File: config.mk
export PLATFORM = sky130hd
export DESIGN_NAME = uart_command_receiver_flat
export DESIGN_NICKNAME = d
export VERILOG_FILES = /design/src/rtl/uart_command_receiver_if.sv /design/src/rtl/uart_command_receiver.sv /design/src/flat_wrapper.sv
export SDC_FILE = /design/constraint.sdc
export NUM_CORES = 1
export LEC_CHECK = 0
export BUFFER_PORTS_ARGS = -buffer_cell sky130_fd_sc_hd__buf_2
export CAP_MARGIN = 10
export CORE_MARGIN = 2
export CORE_UTILIZATION = 25
export CTS_CLUSTER_DIAMETER = 30
export CTS_CLUSTER_SIZE = 24
export DETAILED_ROUTE_END_ITERATION = 8
export PLACE_DENSITY = 0.56
export SKIP_CTS_REPAIR_TIMING = 1
export SLEW_MARGIN = 10
export SYNTH_ARGS = -nofsm -noshare
export SYNTH_HDL_FRONTEND = slang
export SYNTH_SLANG_ARGS = --single-unit
export TNS_END_PERCENT = 100
File: constraint.sdc
create_clock -name clk -period 2 [get_ports clk]
set_clock_uncertainty 0.1 [all_clocks]
set_input_delay 0.3 -clock clk [delete_from_list [all_inputs] [get_ports clk]]
set_output_delay 0.3 -clock clk [all_outputs]
set_load 0.02 [all_outputs]
File: src/rtl/uart_command_receiver_if.sv
// uart_command_receiver_if: host-link bundle between the UART byte stream, the filter and the command receiver.
// Signals:
//   rx_data/rx_valid   received UART byte and its one-cycle strobe
//   filter_done        filter finished the current result
//   command/busy       active opcode (0 when idle) and its non-zero flag
//   stop/error         one-cycle pulses for an accepted STOP or a rejected/timed-out opcode
//   ack_data/ack_valid/ack_ready  ACK/NAK byte handshake towards the UART transmitter
// Modports: master drives the host/filter side, slave is the command receiver.
interface uart_command_receiver_if;
    logic [7:0]  rx_data;
    logic        rx_valid;
    logic        filter_done;
    logic [15:0] command;
    logic        stop;
    logic        busy;
    logic        error;
    logic [7:0]  ack_data;
    logic        ack_valid;
    logic        ack_ready;
    modport master (
        output rx_data, rx_valid, filter_done, ack_ready,
        input  command, stop, busy, error, ack_data, ack_valid
    );
    modport slave (
        input  rx_data, rx_valid, filter_done, ack_ready,
        output command, stop, busy, error, ack_data, ack_valid
    );
endinterface

File: src/rtl/uart_command_receiver.sv
// uart_command_receiver: assembles 16-bit opcodes from UART bytes (high byte first), validates them and drives the filter command/stop.
// Ports:
//   clk   rising-edge clock
//   rst   synchronous active-low reset
//   bus   uart_command_receiver_if.slave (rx byte in, filter_done in, command/stop/busy/error out, ack handshake)
// Parameters: TIMEOUT_CYCLES (max cycles between high and low byte), CMD_WIDTH (fixed 16), STOP_OPCODE.
// Build option: define CMD_ACK_EN to emit an ACK (8'h06) / NAK (8'h15) byte per decoded opcode; otherwise ack outputs are tied 0.
module uart_command_receiver #(
    parameter int unsigned              TIMEOUT_CYCLES = 100000,
    parameter int unsigned              CMD_WIDTH      = 16,
    parameter logic [CMD_WIDTH-1:0]     STOP_OPCODE    = 16'hA0FF
) (
    input logic                    clk,
    input logic                    rst,
    uart_command_receiver_if.slave bus
);
    localparam int unsigned CW = $clog2(TIMEOUT_CYCLES + 1);
    typedef enum logic {S_HI, S_LO} state_t;
    state_t               state_q;
    logic [7:0]           hi_q;
    logic [CW-1:0]        cnt_q;
    logic [CMD_WIDTH-1:0] command_q, command_d;
    logic                 stop_q, stop_d;
    logic                 error_q, error_d;
    logic [CMD_WIDTH-1:0] opcode;
    logic                 decode, timeout, known, is_stop, accept;
    assign opcode  = {hi_q, bus.rx_data};
    assign decode  = state_q == S_LO && bus.rx_valid;
    // Fires on the cycle the counter would reach TIMEOUT_CYCLES, i.e. TIMEOUT_CYCLES edges after the high byte.
    assign timeout = state_q == S_LO && !bus.rx_valid && cnt_q == CW'(TIMEOUT_CYCLES - 1);
    assign known   = opcode inside {16'hA010, 16'hA020, 16'hA030, 16'hA040, 16'hA050, 16'hA060};
    assign is_stop = opcode == STOP_OPCODE;
    // filter_done frees the slot in the same cycle, so a coincident valid opcode is taken.
    assign accept  = decode && known && (command_q == '0 || bus.filter_done);
    always_comb begin
        stop_d    = decode && is_stop;
        error_d   = timeout || (decode && !is_stop && !accept);
        command_d = stop_d ? '0 : accept ? opcode : bus.filter_done ? '0 : command_q;
    end
    always_ff @(posedge clk) begin
        if (!rst) begin
            state_q   <= S_HI;
            hi_q      <= '0;
            cnt_q     <= '0;
            command_q <= '0;
            stop_q    <= 1'b0;
            error_q   <= 1'b0;
        end else begin
            command_q <= command_d;
            stop_q    <= stop_d;
            error_q   <= error_d;
            case (state_q)
                S_HI: if (bus.rx_valid) begin
                    hi_q    <= bus.rx_data;
                    cnt_q   <= '0;
                    state_q <= S_LO;
                end
                S_LO: if (bus.rx_valid || timeout) begin
                    state_q <= S_HI;
                end else if (cnt_q != CW'(TIMEOUT_CYCLES)) begin
                    cnt_q <= cnt_q + CW'(1);
                end
                default: state_q <= S_HI;
            endcase
        end
    end
    assign bus.command = command_q;
    assign bus.busy    = command_q != '0;
    assign bus.stop    = stop_q;
    assign bus.error   = error_q;
`ifdef CMD_ACK_EN
    logic [7:0] ack_data_q;
    logic       ack_valid_q;
    // A fresh response overrides a pending one and wins over a same-cycle ack_ready.
    always_ff @(posedge clk) begin
        if (!rst) begin
            ack_valid_q <= 1'b0;
            ack_data_q  <= '0;
        end else if (decode || timeout) begin
            ack_valid_q <= 1'b1;
            ack_data_q  <= (stop_d || accept) ? 8'h06 : 8'h15;
        end else if (bus.ack_ready) begin
            ack_valid_q <= 1'b0;
        end
    end
    assign bus.ack_data  = ack_data_q;
    assign bus.ack_valid = ack_valid_q;
`else
    logic unused_ack_ready;
    assign unused_ack_ready = bus.ack_ready;
    assign bus.ack_data     = '0;
    assign bus.ack_valid    = 1'b0;
`endif
endmodule
File: src/flat_wrapper.sv
// flat-port wrapper written by rule: the top's interface ports become plain ports
module uart_command_receiver_flat 
#(
    parameter int unsigned              TIMEOUT_CYCLES = 100000,
    parameter int unsigned              CMD_WIDTH      = 16,
    parameter logic [CMD_WIDTH-1:0]     STOP_OPCODE    = 16'hA0FF
)
  (clk, rst, bus_rx_data, bus_rx_valid, bus_filter_done, bus_ack_ready, bus_command, bus_stop, bus_busy, bus_error, bus_ack_data, bus_ack_valid);
  uart_command_receiver_if bus_i ();
  input logic clk;
  input logic rst;
  input wire logic [$bits(bus_i.rx_data)-1:0] bus_rx_data;
  input wire logic [$bits(bus_i.rx_valid)-1:0] bus_rx_valid;
  input wire logic [$bits(bus_i.filter_done)-1:0] bus_filter_done;
  input wire logic [$bits(bus_i.ack_ready)-1:0] bus_ack_ready;
  output wire logic [$bits(bus_i.command)-1:0] bus_command;
  output wire logic [$bits(bus_i.stop)-1:0] bus_stop;
  output wire logic [$bits(bus_i.busy)-1:0] bus_busy;
  output wire logic [$bits(bus_i.error)-1:0] bus_error;
  output wire logic [$bits(bus_i.ack_data)-1:0] bus_ack_data;
  output wire logic [$bits(bus_i.ack_valid)-1:0] bus_ack_valid;
  assign bus_i.rx_data = bus_rx_data;
  assign bus_i.rx_valid = bus_rx_valid;
  assign bus_i.filter_done = bus_filter_done;
  assign bus_i.ack_ready = bus_ack_ready;
  assign bus_command = bus_i.command;
  assign bus_stop = bus_i.stop;
  assign bus_busy = bus_i.busy;
  assign bus_error = bus_i.error;
  assign bus_ack_data = bus_i.ack_data;
  assign bus_ack_valid = bus_i.ack_valid;
  uart_command_receiver #(.TIMEOUT_CYCLES(TIMEOUT_CYCLES), .CMD_WIDTH(CMD_WIDTH), .STOP_OPCODE(STOP_OPCODE)) u_core (.clk(clk), .rst(rst), .bus(bus_i));
endmodule
==> results of run 1 <==
## cells in the final DEF (no fill, tap or decap), types with 2 or more instances in the layout
master	count
a21oi_1	19
a22oi_1	5
a31o_2	2
a31oi_1	2
and2_1	16
and3_1	4
and3_2	2
and4_1	2
buf_2	30
buf_4	29
clkbuf_8	5
conb_1	9
dfxtp_1	43
ha_1	2
inv_1	7
mux2i_1	3
nand2_1	31
nand3_1	11
nand4_1	11
nor2_1	15
nor2b_1	3
nor3_1	3
nor4_1	9
nor4b_2	2
o211ai_1	2
o21a_1	2
o21ai_0	8
o22ai_1	2
o311ai_0	2
or3_1	5
## report_power, final
group / switching [µW] / internal (µW) / total (µW)
combinational: 102 / 54.3 / 156
sequential: 7.87 / 888 / 896
clock: 325 / 376 / 701
## cells in the mapped netlist (all sizes together) (3+ instances only)
library cell / instances / share of area (%)
a21oi: 20 / 4.6
a22oi: 5 / 1.7
and2: 17 / 5.0
and3: 6 / 1.9
and4: 3 / 1.3
buf: 10 / 3.3
clkbuf: 13 / 2.3
dfxtp: 44 / 41
inv: 7 / 1.2
mux2i: 3 / 1.4
nand2: 32 / 5.7
nand3: 11 / 2.6
nand4: 11 / 3.2
nor2: 15 / 2.6
nor2b: 3 / 0.87
nor3: 5 / 1.7
nor4: 10 / 2.9
nor4b: 3 / 1.2
o21ai: 9 / 2.1
or3: 5 / 1.5
## stage by stage
stage	utilization, %	cell area, µm²
after floorplan	-	2191
after global placement	30.88	2562
after detailed placement	30.88	2562
after CTS	32.26	2678
after global routing	32.76	2719
final	32.76	2719
## final timing paths
path                                               startpoint                             to  slack [ns]  depth (start not counted)
worst min-delay path                           bus_rx_data[7]    u_core.hi_q[7]$_SDFFE_PN0P_        0.16                          3
worst max register to register  u_core.cnt_q[11]$_SDFFE_PN0P_  u_core.cnt_q[15]$_SDFFE_PN0P_        0.08                          5
worst max-delay path            u_core.cnt_q[11]$_SDFFE_PN0P_  u_core.cnt_q[15]$_SDFFE_PN0P_        0.08                          5
worst min register to register    u_core.hi_q[6]$_SDFFE_PN0P_    u_core.hi_q[6]$_SDFFE_PN0P_        0.36                          2
## cell type report
| type | instances | area (µm²) | share of cell area, % |
|---|---|---|---|
| Inverter | 8 | 30.03 | 1.104 |
| Timing Repair Buffer | 59 | 367.9 | 13.53 |
| Tap cell | 105 | 131.4 | 4.832 |
| Clock buffer | 5 | 68.82 | 2.531 |
| Clock inverter | 3 | 46.29 | 1.703 |
| Multi-Input combinational cell | 197 | 1192 | 43.86 |
| Sequential cell | 44 | 882.1 | 32.44 |
## registers in the layout (all words and copies together), names as in the netlist
register	count
u_core.cnt_q	17
u_core.hi_q	8
u_core.bus.command	16
u_core.bus.error	1
u_core.state_q	1
u_core.bus.stop	1
## worst min-delay path, stage by stage
cell and delay (ns):
buf_2 0.11, nand2_1 0.05, a21oi_1 0.05
## layer usage
metal  share of wire (%)  GRT usage [%]
met5                   0              0
met4                0.95          2.925
met3                 3.3          2.384
met2                  44          16.67
met1                  52          16.08
## cells by family after synthesis
logic type / synth area share, %
xor gates and xnor gates: 0.4063
AOI/OAI and AO/OA: 16.66
and+or+nand+nor: 31.86
muxes: 1.915
DFF: 40.86
adders and majority gates: 1.161
buffers and inverters: 6.964
other: 0.1739
==> results.ini, run 1 <==
[global_routing]
grtUsageTotal_pct=11.10
grt_pass1_wl_mm=8.749
antenna_found_initial=0
grt_overflow=0
grt_max_degree=21
grt_pass1_vias=1823

[cells_and_area]
drive_above_1_share_pct=27.85
syn_to_final_growth_pct=26.12
nets=330
diodes=0
fill_cells=869
finalNonFillerCells=421

[timing]
finalHoldViolations=0
period_share_pct=96.24
worst_slack_ns=0.07525
finalSetupViolations=0
finalSetupTns_ns=0
final-max-slew-violation-count=0
rsz0062_at_grt=false
worst_hold_slack_ns=0.1584
fmax_ghz=0.5195
period_minus_slack_ns=1.925

[cts]
cts_tree=done
cts_sinks=44
clock_latency_ns=0.30
cts_buffer_depth=2
h-tree-depth=2
clk_pin_slew_worst_paths_ns=0.08
root_buffer=clkbuf_8
cts-buffers-inserted=5

[synth]
ys_types=51
synth_cells=264
seq_area_frac_synth_pct=40.86
synth.avg_cell_area_um2=8.166
synth-seq-cells=44
synth_edf_count=0
synthFlopType=dfxtp_1
yosysWarnings=0
async_flop_share_pct=0
netlist_area_um2=2156

[worst_setup_path]
critPathMaxStageDelay_ns=0.57
critPathTopFamily=simple AND/OR/NAND/NOR gates
worstSetupPathType=register to register
timing.critical_path.buf_inv=0
worst-path-max-fanout=4
cp_cell_sequence=or4_4, nor4_2, a21oi_2, nand3_1, mux2_2
cp.arrival_ns=2.02
cp-end-kind=register
worstPathRequired_ns=2.09
start_kind=register
critPathSlowestCell=or4_4

[drt]
drt-initial-drc-count=117
vias_per_cell=4.910
routedWlPerCell_um=12.48
drc=0
vias=2067
routed_wl_mm=5.255
drt_pass1_iterations=4
ant_nets=0

[flow_run]
drv_cap=0

[floorplan]
die_area_um2=9382
die_w_um=96.86
die_h_um=96.86
core_area_um2=8299
num_rows=33
ios=41
start_util_pct=25.98

[place]
io_buffer_count=30
place_ws_ns=0.03516
hpwl_mm=3.869
dp_cells=412
place.gp.congestion=0.8094

[hold_path]
hp-class=input pin to register

[status]
status=finished clean

[power]
power.leakage_uw=0.001092
ir_worst_vdd_v=0.0003077
p_total_uw=1753
power.density_nw_per_um2=644.8

No activity file was read; power rests on OpenSTA's default activity.
==> inputs of run 2 (changes only) <==
--- a/config.mk
+++ b/config.mk
@@ -8,11 +8,12 @@
 export BUFFER_PORTS_ARGS = -buffer_cell sky130_fd_sc_hd__buf_2
 export CAP_MARGIN = 10
 export CORE_MARGIN = 2
-export CORE_UTILIZATION = 25
+export CORE_UTILIZATION = 50
+export CTS_BUF_LIST = sky130_fd_sc_hd__clkbuf_2 sky130_fd_sc_hd__clkbuf_4 sky130_fd_sc_hd__clkbuf_8
 export CTS_CLUSTER_DIAMETER = 30
 export CTS_CLUSTER_SIZE = 24
 export DETAILED_ROUTE_END_ITERATION = 8
-export PLACE_DENSITY = 0.56
+export PLACE_DENSITY = 0.88
 export SKIP_CTS_REPAIR_TIMING = 1
 export SLEW_MARGIN = 10
 export SYNTH_ARGS = -nofsm -noshare
==> results.ini, run 2 (synthesis gave the netlist of run 1 again) <==
[cts]
h-tree-depth=2  ; unchanged
cts-buffers-inserted=5  ; unchanged
clock_latency_ns=0.30  ; about the same
cts_tree=done  ; unchanged
clk_pin_slew_worst_paths_ns=0.08  ; about the same
cts_sinks=44  ; unchanged
cts_buffer_depth=2  ; unchanged
root_buffer=clkbuf_8  ; unchanged

[cells_and_area]
largest_register=u_core.cnt_q  ; unchanged
final_cell_mix=dfxtp_1 (44), nand2_1 (31), buf_2 (30)  ; was dfxtp_1 (43), nand2_1 (31), buf_2 (30)
final_common_cell=dfxtp_1  ; unchanged
drive_above_1_share_pct=25.00  ; was 27.85%
diodes=0  ; unchanged
final_util_pct=63.32  ; was 32.76%
nets=322  ; was 330
largest_register_ff_count=17  ; unchanged
syn_to_final_growth_pct=20.02  ; was 26.12%

[global_routing]
grt_overflow=0  ; unchanged
grt_use_met3_pct=4.360  ; was 2.384%
grt_util_met2_pct=35.68  ; was 16.67%
grt_max_degree=21  ; unchanged
grtUsageTotal_pct=21.78  ; was 11.10%
grt-busiest-layer=met2  ; unchanged
grt_pass1_vias=1930  ; was 1,823
antenna_found_initial=0  ; unchanged
grt_pass1_wl_mm=8.638  ; was 8.749 mm
grtUsageMet1_pct=27.35  ; was 16.08%

[floorplan]
start_util_pct=52.76  ; was 25.98%
num_rows=23  ; was 33
die_h_um=69.67  ; was 96.86 µm
die_area_um2=4853  ; was 9382 µm²
die_w_um=69.67  ; was 96.86 µm
core_area_um2=4086  ; was 8299 µm²
ios=41  ; unchanged

[power]
p_switching_uw=413.0  ; was 434.5 µW
p_int_uw=1343  ; was 1319 µW
swShare_pct=23.53  ; was 24.78%
pwr-share-seq_pct=51.1  ; about the same
power.density_nw_per_um2=678.6  ; was 644.8 nW/µm²
p_clk_share_pct=40.5  ; was 40.0%
p_comb_share_pct=8.4  ; was 8.9%
ir_worst_vdd_v=0.0002801  ; was 0.0003077 V
power.leakage_uw=0.001059  ; was 0.001092 µW

[drt]
drc=0  ; unchanged
vias_per_cell=5.888  ; was 4.910
vias=2108  ; was 2,067
drt-initial-drc-count=204  ; was 117
ant_nets=0  ; unchanged
drt_pass1_iterations=6  ; was 4
routedWlPerCell_um=14.73  ; was 12.48 µm
routed_wl_mm=5.274  ; was 5.255 mm

[worst_setup_path]
start_kind=register  ; unchanged
worstPathRequired_ns=2.10  ; was 2.09 ns
critPathSlowestCell=or4_4  ; unchanged
cp-end-kind=register  ; unchanged
cp_cell_sequence=or4_4, nor4_2, a21oi_1, nand3_1, mux2_2  ; was or4_4, nor4_2, a21oi_2, nand3_1, mux2_2
cp.arrival_ns=2.03  ; was 2.02 ns
worst-path-max-fanout=3  ; was 4
critPathTopFamily=simple AND/OR/NAND/NOR gates  ; unchanged
worstSetupPathType=register to register  ; unchanged
timing.critical_path.buf_inv=0  ; unchanged
critPathMaxStageDelay_ns=0.57  ; about the same

[timing]
finalSetupTns_ns=0  ; unchanged
finalHoldViolations=0  ; unchanged
finalSetupViolations=0  ; unchanged
rsz0062_at_grt=false  ; unchanged
period_share_pct=96.80  ; was 96.24%
worst_hold_slack_ns=0.1601  ; was 0.1584 ns
fmax_ghz=0.5166  ; was 0.5195 GHz
final-max-slew-violation-count=0  ; unchanged
period_minus_slack_ns=1.936  ; was 1.925 ns

[flow_run]
drv_cap=0  ; unchanged

[status]
status=finished clean  ; unchanged

[place]
io_buffer_count=30  ; unchanged
hpwl_mm=3.785  ; was 3.869 mm
place.gp.congestion=0.9430  ; was 0.8094

[hold_path]
hp-class=input pin to register  ; unchanged

-- run 2: final timing paths --
check | end | slack [ns] | cells after the start | start
max | u_core.cnt_q[15]$_SDFFE_PN0P_ | 0.06 | 5 | u_core.cnt_q[11]$_SDFFE_PN0P_
min | u_core.hi_q[2]$_SDFFE_PN0P_ | 0.16 | 3 | bus_rx_data[2]
max reg2reg | u_core.cnt_q[15]$_SDFFE_PN0P_ | 0.06 | 5 | u_core.cnt_q[11]$_SDFFE_PN0P_
min reg2reg | u_core.hi_q[1]$_SDFFE_PN0P_ | 0.37 | 2 | u_core.hi_q[1]$_SDFFE_PN0P_
-- run 2: cell type report --
type                       count  area (µm²)
inverter                       8       30.03
tap                           50       62.56
clock inverter                 2       38.79
multi-input combinational    197        1185
timing repair buffer          51       307.8
fill                         343        1499
sequential                    44       880.8
clock buffer                   6       82.58
-- run 2: worst min-delay path, cell delays in order --
cell	delay, ns
buf_2	0.11
nand2_1	0.05
a21oi_1	0.05
-- run 2: routing by layer --
layer	wire [µm]	vias to the layer above
li1	-	1025
met1	2275	991
met2	2576	76
met3	286	16
met4	136	0
met5	0	-
-- run 2: per-stage QoR --
stage                     instances  area (µm²)  setup slack (ns)  power [µW]
after CTS                       358        2562           0.04053        1763
after global routing            358        2587           0.01873        1818
final                           358        2587           0.06410        1756
after global placement          350        2441            0.1117        1055
after floorplan                 272        2191           0.06754        1019
after detailed placement        350        2441           0.06603        1059
-- run 2: power groups by stage --
stage | Sequential (µW) | Clock, µW | Combinational [µW]
floorplan | 915 | 0 | 104
global placement | 915 | 0 | 140
detailed placement | 916 | 0 | 143
CTS | 895 | 724 | 144
global route | 898 | 758 | 161
finish | 897 | 712 | 147
